===== config.mk =====
export PLATFORM = sky130hd
export DESIGN_NAME = wrr_grant_scheduler
export DESIGN_NICKNAME = d
export VERILOG_FILES = /design/src/rtl/wrr_pkg.sv /design/src/rtl/wrr_grant_scheduler_rr_pick.sv /design/src/rtl/wrr_grant_scheduler.sv
export SDC_FILE = /design/constraint.sdc
export NUM_CORES = 1
export LEC_CHECK = 0
export CORE_MARGIN = 2
export CORE_UTILIZATION = 54
export DETAILED_ROUTE_END_ITERATION = 6
export PLACE_DENSITY = 0.85
export SLEW_MARGIN = 25
export SYNTH_ARGS = -nofsm -noshare
export SYNTH_HDL_FRONTEND = slang
export SYNTH_HIERARCHICAL = 1
export SYNTH_SLANG_ARGS = --single-unit

===== constraint.sdc =====
create_clock -name clk -period 4.3 [get_ports clk]
set_clock_uncertainty 0.1 [all_clocks]
set_input_delay 1.075 -clock clk [delete_from_list [all_inputs] [get_ports clk]]
set_output_delay 1.075 -clock clk [all_outputs]
set_load 0.02 [all_outputs]

===== src/rtl/wrr_pkg.sv =====
// Shared definitions for the weighted round-robin grant scheduler and its picker.
package wrr_pkg;

   localparam int N_DEF = 4;
   localparam int W_DEF = 4;

   typedef enum logic {
      IDLE    = 1'b0,
      GRANTED = 1'b1
   } state_t;

   // Extracts requester idx's weight from a packed weight vector.
   function automatic logic [W_DEF-1:0] weight_of(input logic [N_DEF*W_DEF-1:0] packed_w,
                                                  input int idx);
      return packed_w[idx*W_DEF +: W_DEF];
   endfunction

endpackage


===== src/rtl/wrr_grant_scheduler_rr_pick.sv =====
// Combinational rotating-priority picker: first set bit of eligible at or after ptr, with wrap.
module rr_pick #(
   parameter int N  = 4,
   parameter int IW = (N > 1) ? $clog2(N) : 1
) (
   input  logic [N-1:0]  eligible,
   input  logic [IW-1:0] ptr,
   output logic [IW-1:0] winner,
   output logic          found
);

   // Walk from lowest to highest priority so the last hit is the winner.
   always_comb begin
      winner = '0;
      found  = 1'b0;
      for (int k = N - 1; k >= 0; k--) begin
         if (eligible[(int'(ptr) + k) % N]) begin
            winner = IW'((int'(ptr) + k) % N);
            found  = 1'b1;
         end
      end
   end

endmodule


===== src/rtl/wrr_grant_scheduler.sv =====
// Weighted round-robin scheduler: a grantee keeps the grant for up to weight
// back-to-back transactions (ended by release_txn pulses), then the grant rotates.
module wrr_grant_scheduler
   import wrr_pkg::*;
#(
   parameter int N            = N_DEF,
   parameter int W            = W_DEF,
   parameter int RESET_WEIGHT = 1,
   localparam int IW          = (N > 1) ? $clog2(N) : 1
) (
   input  logic           clk,
   input  logic           reset,
   input  logic [N-1:0]   request,
   input  logic [N*W-1:0] weights,
   input  logic           weights_load,
   input  logic           release_txn,
   output logic [N-1:0]   grant,
   output logic           grant_valid,
   output logic [IW-1:0]  grant_id,
   output logic [W-1:0]   credit,
   output logic           dbg_state
);

   // Handshake: grant is a registered level; the grantee owns the resource until
   // it pulses release_txn for one cycle, which closes exactly one transaction.

   state_t        state, state_n;
   logic [N-1:0]  grant_n, eligible;
   logic [IW-1:0] ptr, ptr_n, pick_ptr, gid_n, winner, next_id;
   logic [W-1:0]  credit_n;
   logic [W-1:0]  wreg [N];
   logic          found;

   always_comb begin
      eligible = '0;
      for (int i = 0; i < N; i++) eligible[i] = request[i] && (wreg[i] != '0);
   end

   assign next_id = (grant_id == IW'(N - 1)) ? '0 : grant_id + IW'(1);

   rr_pick #(.N(N), .IW(IW)) u_pick (
      .eligible (eligible),
      .ptr      (pick_ptr),
      .winner   (winner),
      .found    (found)
   );

   // While granted, the search starts just past the grantee, so the old grantee
   // only wins again when it is the sole eligible requester.
   always_comb begin
      state_n  = state;
      grant_n  = grant;
      gid_n    = grant_id;
      credit_n = credit;
      ptr_n    = ptr;
      pick_ptr = ptr;
      case (state)
         IDLE: begin
            if (found) begin
               state_n  = GRANTED;
               grant_n  = N'(1) << winner;
               gid_n    = winner;
               credit_n = wreg[winner];
            end
         end
         GRANTED: begin
            pick_ptr = next_id;
            if (release_txn) begin
               if (credit > W'(1) && request[grant_id]) begin
                  credit_n = credit - W'(1);
               end else begin
                  ptr_n = next_id;
                  if (found) begin
                     grant_n  = N'(1) << winner;
                     gid_n    = winner;
                     credit_n = wreg[winner];
                  end else begin
                     state_n  = IDLE;
                     grant_n  = '0;
                     gid_n    = '0;
                     credit_n = '0;
                  end
               end
            end
         end
         default: state_n = IDLE;
      endcase
   end

   always_ff @(posedge clk or posedge reset) begin
      if (reset) begin
         state    <= IDLE;
         grant    <= '0;
         grant_id <= '0;
         credit   <= '0;
         ptr      <= '0;
         for (int i = 0; i < N; i++) wreg[i] <= W'(RESET_WEIGHT);
      end else begin
         state    <= state_n;
         grant    <= grant_n;
         grant_id <= gid_n;
         credit   <= credit_n;
         ptr      <= ptr_n;
         // Credit loads above read the old register value on this same edge.
         if (weights_load) begin
            for (int i = 0; i < N; i++) wreg[i] <= weight_of(weights, i);
         end
      end
   end

   assign grant_valid = |grant;
   assign dbg_state   = (state == GRANTED);

endmodule


==> impl_metrics.xml, run 1 <==
<?xml version="1.0" encoding="UTF-8"?>
<metrics>
  <group name="outcome">
    <metric name="status" unit="">complete, no violations</metric>
  </group>
  <group name="synthesis">
    <metric name="post_synth_inst_count" unit="">129</metric>
    <metric name="synth_async_sr_flop_share" unit="">1.00</metric>
    <metric name="synth.lib_cells_used.distinct" unit="">44</metric>
    <metric name="sequential_element_share_of_the_synthesized_area" unit="">0.450</metric>
    <metric name="synth.cell_area" unit="sq um">1630</metric>
    <metric name="syn_area_per_cell" unit="sq um">12.6</metric>
    <metric name="ffs_latches_synth" unit="">29</metric>
    <metric name="ys_warn_count" unit="">6</metric>
    <metric name="synth_enable_flop_cells" unit="">0</metric>
    <metric name="netlist_top_cells_area" unit="">dfrtp_1 (38%), mux2_2 (14%), mux4_2 (6.9%)</metric>
    <metric name="synthFlopType" unit="">dfrtp_1</metric>
    <metric name="synth.top_cell.area_share" unit="">0.385</metric>
    <metric name="yosysTopAreaCell" unit="">dfrtp_1</metric>
    <metric name="synth_nets" unit="">156</metric>
  </group>
  <group name="layout">
    <metric name="area_delta_synth_final" unit="%">25.6</metric>
    <metric name="diodes" unit="">0</metric>
    <metric name="drive_above_1_share" unit="">0.277</metric>
    <metric name="layout.cells.most_common" unit="">clkdlybuf4s50_1</metric>
    <metric name="fillCellCount" unit="">191</metric>
    <metric name="finalNetCount" unit="">192</metric>
    <metric name="multiInputGateArea" unit="sq um">843</metric>
    <metric name="area_taken_by_flip_flops_and_latches" unit="sq um">731</metric>
    <metric name="mostFrequentLayoutCells" unit="">clkdlybuf4s50_1 (35), dfrtp_1 (25), mux2_2 (20)</metric>
  </group>
  <group name="placement">
    <metric name="io_buf_count" unit="">35</metric>
    <metric name="gpl.final_weighted_congestion" unit="">0.874</metric>
    <metric name="hpwl" unit="mm">2.81</metric>
  </group>
  <group name="clock_network">
    <metric name="clock_latency" unit="ns">0.32</metric>
    <metric name="cts_sinks" unit="">29</metric>
    <metric name="htreeDepth" unit="">2</metric>
    <metric name="cts_buffers" unit="">5</metric>
    <metric name="postCtsHoldBufs" unit="">0</metric>
    <metric name="cts_tree" unit="">built</metric>
    <metric name="clk_transition_reported_paths" unit="ns">0.09</metric>
    <metric name="number_of_buffers_on_the_longest_clock_path" unit="">2</metric>
    <metric name="cts.repair_timing.setup_buffer_count" unit="">0</metric>
    <metric name="ctsResizeCount" unit="">0</metric>
    <metric name="cts_root_buf" unit="">clkbuf_4</metric>
  </group>
  <group name="sta">
    <metric name="tightestPinTransition" unit="ns">0.722</metric>
    <metric name="timing.final.setup_violations" unit="">0</metric>
    <metric name="final_hold_viol_count" unit="">0</metric>
    <metric name="finalCritPeriodShare" unit="">0.787</metric>
    <metric name="timing.fmax" unit="MHz">295</metric>
    <metric name="totalNegativeSetupSlack" unit="ns">0</metric>
    <metric name="fin_crit" unit="ns">3.39</metric>
    <metric name="timing.slew.headroom" unit="">0.517</metric>
    <metric name="report.final.slew_viol_count" unit="">0</metric>
    <metric name="rsz_0062_raised_after_global_routing" unit="">no</metric>
    <metric name="whs" unit="ns">0.425</metric>
  </group>
  <group name="floorplan">
    <metric name="die_w" unit="um">58.9</metric>
    <metric name="num_io_pins" unit="">36</metric>
    <metric name="floorplan.die_area" unit="sq um">3460</metric>
    <metric name="core_region_area" unit="sq um">2810</metric>
    <metric name="floorplan.initialDensity" unit="">0.579</metric>
    <metric name="die_y" unit="um">58.9</metric>
    <metric name="std_cell_rows" unit="">19</metric>
  </group>
  <group name="critical_path">
    <metric name="worstReg2RegEnd" unit="">credit[1]$_DFFE_PP0P_</metric>
    <metric name="crit_path_max_incr_delay" unit="ns">0.65</metric>
    <metric name="slowest_stage" unit="">a211oi_2</metric>
    <metric name="arrival" unit="ns">3.49</metric>
    <metric name="worstSetupEndpointType" unit="">register</metric>
    <metric name="rrSetupSlack" unit="ns">1.15</metric>
    <metric name="crit-reg2reg-launch" unit="">dbg_state$_DFF_PP0_</metric>
    <metric name="timing_worst_setup_path_type" unit="">input pin to register</metric>
    <metric name="rr_worst_depth" unit="">5</metric>
    <metric name="crit_path_cell_trace" unit="">clkdlybuf4s50_1 -&gt; o41a_1 -&gt; mux2i_1 -&gt; a211oi_2 -&gt; mux4_2 -&gt; a221o_1</metric>
    <metric name="req_time_crit_path" unit="ns">4.40</metric>
    <metric name="worst-path-buf-inv" unit="">1</metric>
    <metric name="cp_max_fo" unit="">8</metric>
    <metric name="path_delay_family" unit="">compound AO/OA/AOI/OAI gates</metric>
    <metric name="worstSetupStartpointType" unit="">input pin</metric>
  </group>
  <group name="drt">
    <metric name="detail_route.first_pass.iterations" unit="">4</metric>
    <metric name="count_of_routing_violations_after_the_opening_detailed_route_iteration" unit="">78</metric>
    <metric name="num_vias" unit="">1275</metric>
    <metric name="routedWlPerCell" unit="um">18.5</metric>
    <metric name="drt.antenna.violating_nets" unit="">0</metric>
    <metric name="post_drt_via_cell_ratio" unit="">6.47</metric>
    <metric name="drt_drc_violations_left" unit="">0</metric>
    <metric name="drt_wl_total" unit="mm">3.65</metric>
  </group>
  <group name="hold_path">
    <metric name="hold_crit_endpoint" unit="">grant[2]$_DFFE_PP0P_</metric>
    <metric name="whs_path_depth" unit="">1</metric>
    <metric name="hold_start" unit="">grant[2]$_DFFE_PP0P_</metric>
    <metric name="hold_class" unit="">register to register</metric>
  </group>
  <group name="power">
    <metric name="powerDensity" unit="nW/um^2">607</metric>
    <metric name="power_leakage" unit="uW">0.000812</metric>
    <metric name="peak_ir_drop_on_the_vdd_network" unit="uV">300</metric>
  </group>
  <group name="grt">
    <metric name="grt.total_usage" unit="">0.239</metric>
    <metric name="grt_first_pass_wirelength" unit="mm">6.15</metric>
    <metric name="pin_count_of_the_biggest_net_entering_global_routing" unit="">30</metric>
    <metric name="leftover_overflow_at_the_end_of_global_routing" unit="">0</metric>
    <metric name="number_of_global_route_vias_before_repair" unit="">1344</metric>
    <metric name="grt_antenna_before_repair" unit="">0</metric>
  </group>
  <group name="flow_run">
    <metric name="cap_viol_max_count" unit="">0</metric>
  </group>
</metrics>
==> metrics by stage <==
step / power (uW) / setup WS [ns] / area [sq um] / utilization / cells
6_report: 1240 / 0.914 / 2040 / 0.727 / 197
5_1_grt: 1310 / 0.792 / 2040 / 0.727 / 197
4_1_cts: 1240 / 0.916 / 2040 / 0.727 / 197
3_5_place_dp: 1090 / 0.572 / 1990 / 0.709 / 189
3_3_place_gp: 1050 / 0.697 / 1990 / 0.709 / 189
2_1_floorplan: 873 / 1.42 / 1630 / - / 129
==> state kept, by name (all words and copies together), names as in the netlist <==
signal,cells
dbg_state,1
wreg,16
credit,4
ptr,2
grant,4
grant_id,2
==> cell type report <==
class / instances / share of cell area
Multi-Input combinational cell: 87 / 0.413
Clock buffer: 6 / 0.0202
Clock inverter: 2 / 0.00490
Tap cell: 31 / 0.0190
Sequential cell: 29 / 0.358
Timing Repair Buffer: 35 / 0.172
Inverter: 7 / 0.0129
==> power breakdown <==
part	total, uW	internal (uW)	switching (uW)	leakage [uW]
clock network	153	62.2	91.2	0.0000320
registers	431	344	87.3	0.000340
logic	653	332	321	0.000439
total	1240	738	500	0.000812
==> worst reg2reg max path, cell delays in order, from the launching register on <==
cell	delay, ns
dfrtp_1	0.73
mux2_2	0.47
mux2i_1	0.14
a211oi_2	0.65
mux4_2	0.60
a221o_1	0.34
==> per-layer routing <==
metal | up-vias | share of wire | track usage | routed length (um)
li1 | 577 | - | - | -
met1 | 632 | 0.40 | 0.278 | 1440
met2 | 58 | 0.52 | 0.406 | 1910
met3 | 8 | 0.065 | 0.0659 | 236
met4 | 0 | 0.016 | 0.110 | 57
met5 | - | 0 | 0 | 0
==> how the worst max path moves through the flow <==
stage / start / to / slack [ns] / cells past startpoint
final: request[3] / credit[1]$_DFFE_PP0P_ / 0.91 / 6
after global routing: request[3] / credit[0]$_DFFE_PP0P_ / 0.79 / 8
after CTS: request[3] / credit[1]$_DFFE_PP0P_ / 0.92 / 6
after detailed placement: request[3] / credit[1]$_DFFE_PP0P_ / 0.57 / 6
after global placement: request[3] / credit[1]$_DFFE_PP0P_ / 0.70 / 6
after floorplan: dbg_state$_DFF_PP0_ / credit[1]$_DFFE_PP0P_ / 1.42 / 7
==> logic make-up after synthesis <==
| kind of cell | count (synthesis) | synth area share |
|---|---|---|
| compound gates | 31 | 0.196 |
| fa+ha+maj | 3 | 0.0231 |
| buf+inv | 13 | 0.0316 |
| flops | 29 | 0.450 |
| mux | 26 | 0.214 |
| simple gates | 27 | 0.0862 |
==> synthesized netlist by cell type (3+ instances only) <==
cell / n
dfrtp_1: 25
nor2_1: 6
nand3_1: 3
ha_1: 3
o41a_1: 4
inv_1: 7
clkbuf_1: 4
dfstp_2: 4
nand2b_1: 3
nand2_1: 6
mux4_2: 5
mux2_2: 20
a32o_1: 4
(Power assumes the default switching activity.)
==> run 2: changes to the inputs <==
--- a/config.mk
+++ b/config.mk
@@ -6,9 +6,9 @@
 export NUM_CORES = 1
 export LEC_CHECK = 0
 export CORE_MARGIN = 2
-export CORE_UTILIZATION = 54
+export CORE_UTILIZATION = 50
 export DETAILED_ROUTE_END_ITERATION = 6
-export PLACE_DENSITY = 0.85
+export PLACE_DENSITY = 0.79
 export SLEW_MARGIN = 25
 export SYNTH_ARGS = -nofsm -noshare
 export SYNTH_HDL_FRONTEND = slang
==> constraint.sdc (replaced) <==
create_clock -name clk -period 3.45 [get_ports clk]
set_clock_uncertainty 0.1 [all_clocks]
set_input_delay 0.8625 -clock clk [delete_from_list [all_inputs] [get_ports clk]]
set_output_delay 0.8625 -clock clk [all_outputs]
set_load 0.02 [all_outputs]
==> impl_metrics.xml, run 2 (synthesis gave the netlist of run 1 again) <==
<?xml version="1.0" encoding="UTF-8"?>
<metrics>
  <group name="sta">
    <metric name="rsz_0062_raised_after_global_routing" unit="">no</metric>
    <metric name="totalNegativeSetupSlack" unit="ns">0</metric>
    <metric name="fin_crit" unit="ns">2.81</metric>
    <metric name="final_hold_viol_count" unit="">0</metric>
    <metric name="timing.slew.headroom" unit="">0.524</metric>
    <metric name="tightestPinTransition" unit="ns">0.712</metric>
    <metric name="timing.final.setup_violations" unit="">0</metric>
    <metric name="finalCritPeriodShare" unit="">0.813</metric>
    <metric name="timing.fmax" unit="MHz">356</metric>
    <metric name="report.final.slew_viol_count" unit="">0</metric>
  </group>
  <group name="clock_network">
    <metric name="cts_buffers" unit="">5</metric>
    <metric name="htreeDepth" unit="">2</metric>
    <metric name="cts_sinks" unit="">29</metric>
    <metric name="number_of_buffers_on_the_longest_clock_path" unit="">2</metric>
    <metric name="cts_root_buf" unit="">clkbuf_4</metric>
    <metric name="postCtsHoldBufs" unit="">0</metric>
    <metric name="clock_latency" unit="ns">0.33</metric>
    <metric name="ctsResizeCount" unit="">0</metric>
    <metric name="clk_transition_reported_paths" unit="ns">0.10</metric>
    <metric name="cts_tree" unit="">built</metric>
    <metric name="cts.repair_timing.setup_buffer_count" unit="">0</metric>
  </group>
  <group name="layout">
    <metric name="layout.cells.most_common" unit="">clkdlybuf4s50_1</metric>
    <metric name="finalNetCount" unit="">195</metric>
    <metric name="top_register" unit="">wreg</metric>
    <metric name="diodes" unit="">0</metric>
    <metric name="drive_above_1_share" unit="">0.284</metric>
    <metric name="mostFrequentLayoutCells" unit="">clkdlybuf4s50_1 (35), dfrtp_1 (25), mux2_2 (20)</metric>
    <metric name="reg_top3" unit="">wreg: 16 flops, credit: 4 flops, grant: 4 flops</metric>
    <metric name="largest_register_ff_count" unit="">16</metric>
    <metric name="fillCellCount" unit="">233</metric>
    <metric name="area_delta_synth_final" unit="%">30.0</metric>
    <metric name="stdcell_count" unit="">213</metric>
  </group>
  <group name="floorplan">
    <metric name="num_io_pins" unit="">36</metric>
    <metric name="floorplan.initialDensity" unit="">0.528</metric>
    <metric name="floorplan.die_area" unit="sq um">3720</metric>
    <metric name="die_y" unit="um">61.0</metric>
    <metric name="die_w" unit="um">61.0</metric>
    <metric name="std_cell_rows" unit="">20</metric>
    <metric name="core_region_area" unit="sq um">3080</metric>
  </group>
  <group name="critical_path">
    <metric name="rr_worst_depth" unit="">8</metric>
    <metric name="worstSetupEndpointType" unit="">register</metric>
    <metric name="timing_worst_setup_path_type" unit="">input pin to register</metric>
    <metric name="crit-reg2reg-launch" unit="">dbg_state$_DFF_PP0_</metric>
    <metric name="rrSetupSlack" unit="ns">0.69</metric>
    <metric name="arrival" unit="ns">2.92</metric>
    <metric name="worstReg2RegEnd" unit="">credit[0]$_DFFE_PP0P_</metric>
    <metric name="req_time_crit_path" unit="ns">3.57</metric>
    <metric name="cp_max_fo" unit="">8</metric>
    <metric name="critical_path.startpoint" unit="">request[3]</metric>
    <metric name="crit_path_end" unit="">credit[0]$_DFFE_PP0P_</metric>
    <metric name="worstSetupStartpointType" unit="">input pin</metric>
  </group>
  <group name="drt">
    <metric name="count_of_routing_violations_after_the_opening_detailed_route_iteration" unit="">58</metric>
    <metric name="drt.antenna.violating_nets" unit="">0</metric>
    <metric name="drt_drc_violations_left" unit="">0</metric>
    <metric name="drt_wl_total" unit="mm">3.73</metric>
    <metric name="post_drt_via_cell_ratio" unit="">5.93</metric>
    <metric name="detail_route.first_pass.iterations" unit="">4</metric>
    <metric name="num_vias" unit="">1264</metric>
    <metric name="routedWlPerCell" unit="um">17.5</metric>
  </group>
  <group name="placement">
    <metric name="gpl.final_weighted_congestion" unit="">0.856</metric>
    <metric name="hpwl" unit="mm">2.90</metric>
    <metric name="io_buf_count" unit="">35</metric>
    <metric name="dpl.cell_count" unit="">205</metric>
  </group>
  <group name="grt">
    <metric name="number_of_global_route_vias_before_repair" unit="">1287</metric>
    <metric name="leftover_overflow_at_the_end_of_global_routing" unit="">0</metric>
    <metric name="pin_count_of_the_biggest_net_entering_global_routing" unit="">30</metric>
    <metric name="grt.total_usage" unit="">0.233</metric>
    <metric name="grt_first_pass_wirelength" unit="mm">6.13</metric>
    <metric name="grt_antenna_before_repair" unit="">0</metric>
  </group>
  <group name="power">
    <metric name="power_leakage" unit="uW">0.000841</metric>
    <metric name="power.sequential.fraction" unit="">0.324</metric>
    <metric name="logic_gate_share_of_total_power" unit="">0.501</metric>
    <metric name="power_frac_clock" unit="">0.175</metric>
    <metric name="intPower" unit="uW">1030</metric>
    <metric name="powerDensity" unit="nW/um^2">787</metric>
    <metric name="peak_ir_drop_on_the_vdd_network" unit="uV">354</metric>
    <metric name="netSwitchingPower" unit="uW">633</metric>
    <metric name="switching_power_share_of_the_total" unit="">0.380</metric>
  </group>
  <group name="hold_path">
    <metric name="hold_class" unit="">register to register</metric>
  </group>
  <group name="flow_run">
    <metric name="cap_viol_max_count" unit="">0</metric>
  </group>
  <group name="outcome">
    <metric name="status" unit="">complete, no violations</metric>
  </group>
</metrics>
[run 2: final cells by class]
cell class	count	area [sq um]	area share
Clock buffer	7	55.1	0.0261
Tap cell	44	55.1	0.0261
Inverter	7	26.3	0.0124
Sequential cell	29	731	0.346
Clock inverter	1	30.0	0.0142
Multi-Input combinational cell	87	843	0.399
Timing Repair Buffer	38	373	0.176
[run 2: worst min path at each step]
stage | from | to | slack, ns | depth (start not counted)
final | ptr[0]$_DFFE_PP0P_ | ptr[0]$_DFFE_PP0P_ | 0.43 | 1
after global routing | ptr[0]$_DFFE_PP0P_ | ptr[0]$_DFFE_PP0P_ | 0.44 | 1
after CTS | ptr[1]$_DFFE_PP0P_ | ptr[1]$_DFFE_PP0P_ | 0.42 | 1
after detailed placement | ptr[1]$_DFFE_PP0P_ | ptr[1]$_DFFE_PP0P_ | 0.40 | 1
after global placement | ptr[1]$_DFFE_PP0P_ | ptr[1]$_DFFE_PP0P_ | 0.39 | 1
after floorplan | ptr[0]$_DFFE_PP0P_ | ptr[0]$_DFFE_PP0P_ | 0.38 | 1
[run 2: power by group through the flow]
| stage | logic, uW | clock network [uW] | registers, uW |
|---|---|---|---|
| CTS | 836 | 300 | 539 |
| finish | 834 | 291 | 539 |
| global route | 902 | 315 | 550 |
| global placement | 795 | 0 | 538 |
| detailed placement | 833 | 0 | 544 |
| floorplan | 513 | 0 | 575 |
[run 2: per-layer routing]
layer,share of wire,track usage
met1,0.41,0.301
met4,0.025,0.109
met5,0,0
met3,0.058,0.0609
met2,0.51,0.370
[run 2: stage by stage]
step / total power, uW / utilization / instance area (sq um) / setup slack (ns) / hold WS [ns]
2_1_floorplan: 1090 / - / 1630 / 0.567 / 0.377
3_3_place_gp: 1330 / 0.659 / 2030 / 0.363 / 0.389
3_5_place_dp: 1380 / 0.659 / 2030 / 0.308 / 0.399
4_1_cts: 1670 / 0.687 / 2110 / 0.633 / 0.421
5_1_grt: 1770 / 0.687 / 2110 / 0.560 / 0.443
6_report: 1660 / 0.687 / 2110 / 0.645 / 0.426
[run 2: worst max-delay path: stages]
cell and delay [ns]:
clkdlybuf4s50_1 0.48, o41a_1 0.22, mux2i_1 0.11, a211oi_2 0.22, buf_4 0.20, mux4_2 0.52, nand2_1 0.09, o32a_1 0.15
nand3_1 0.08
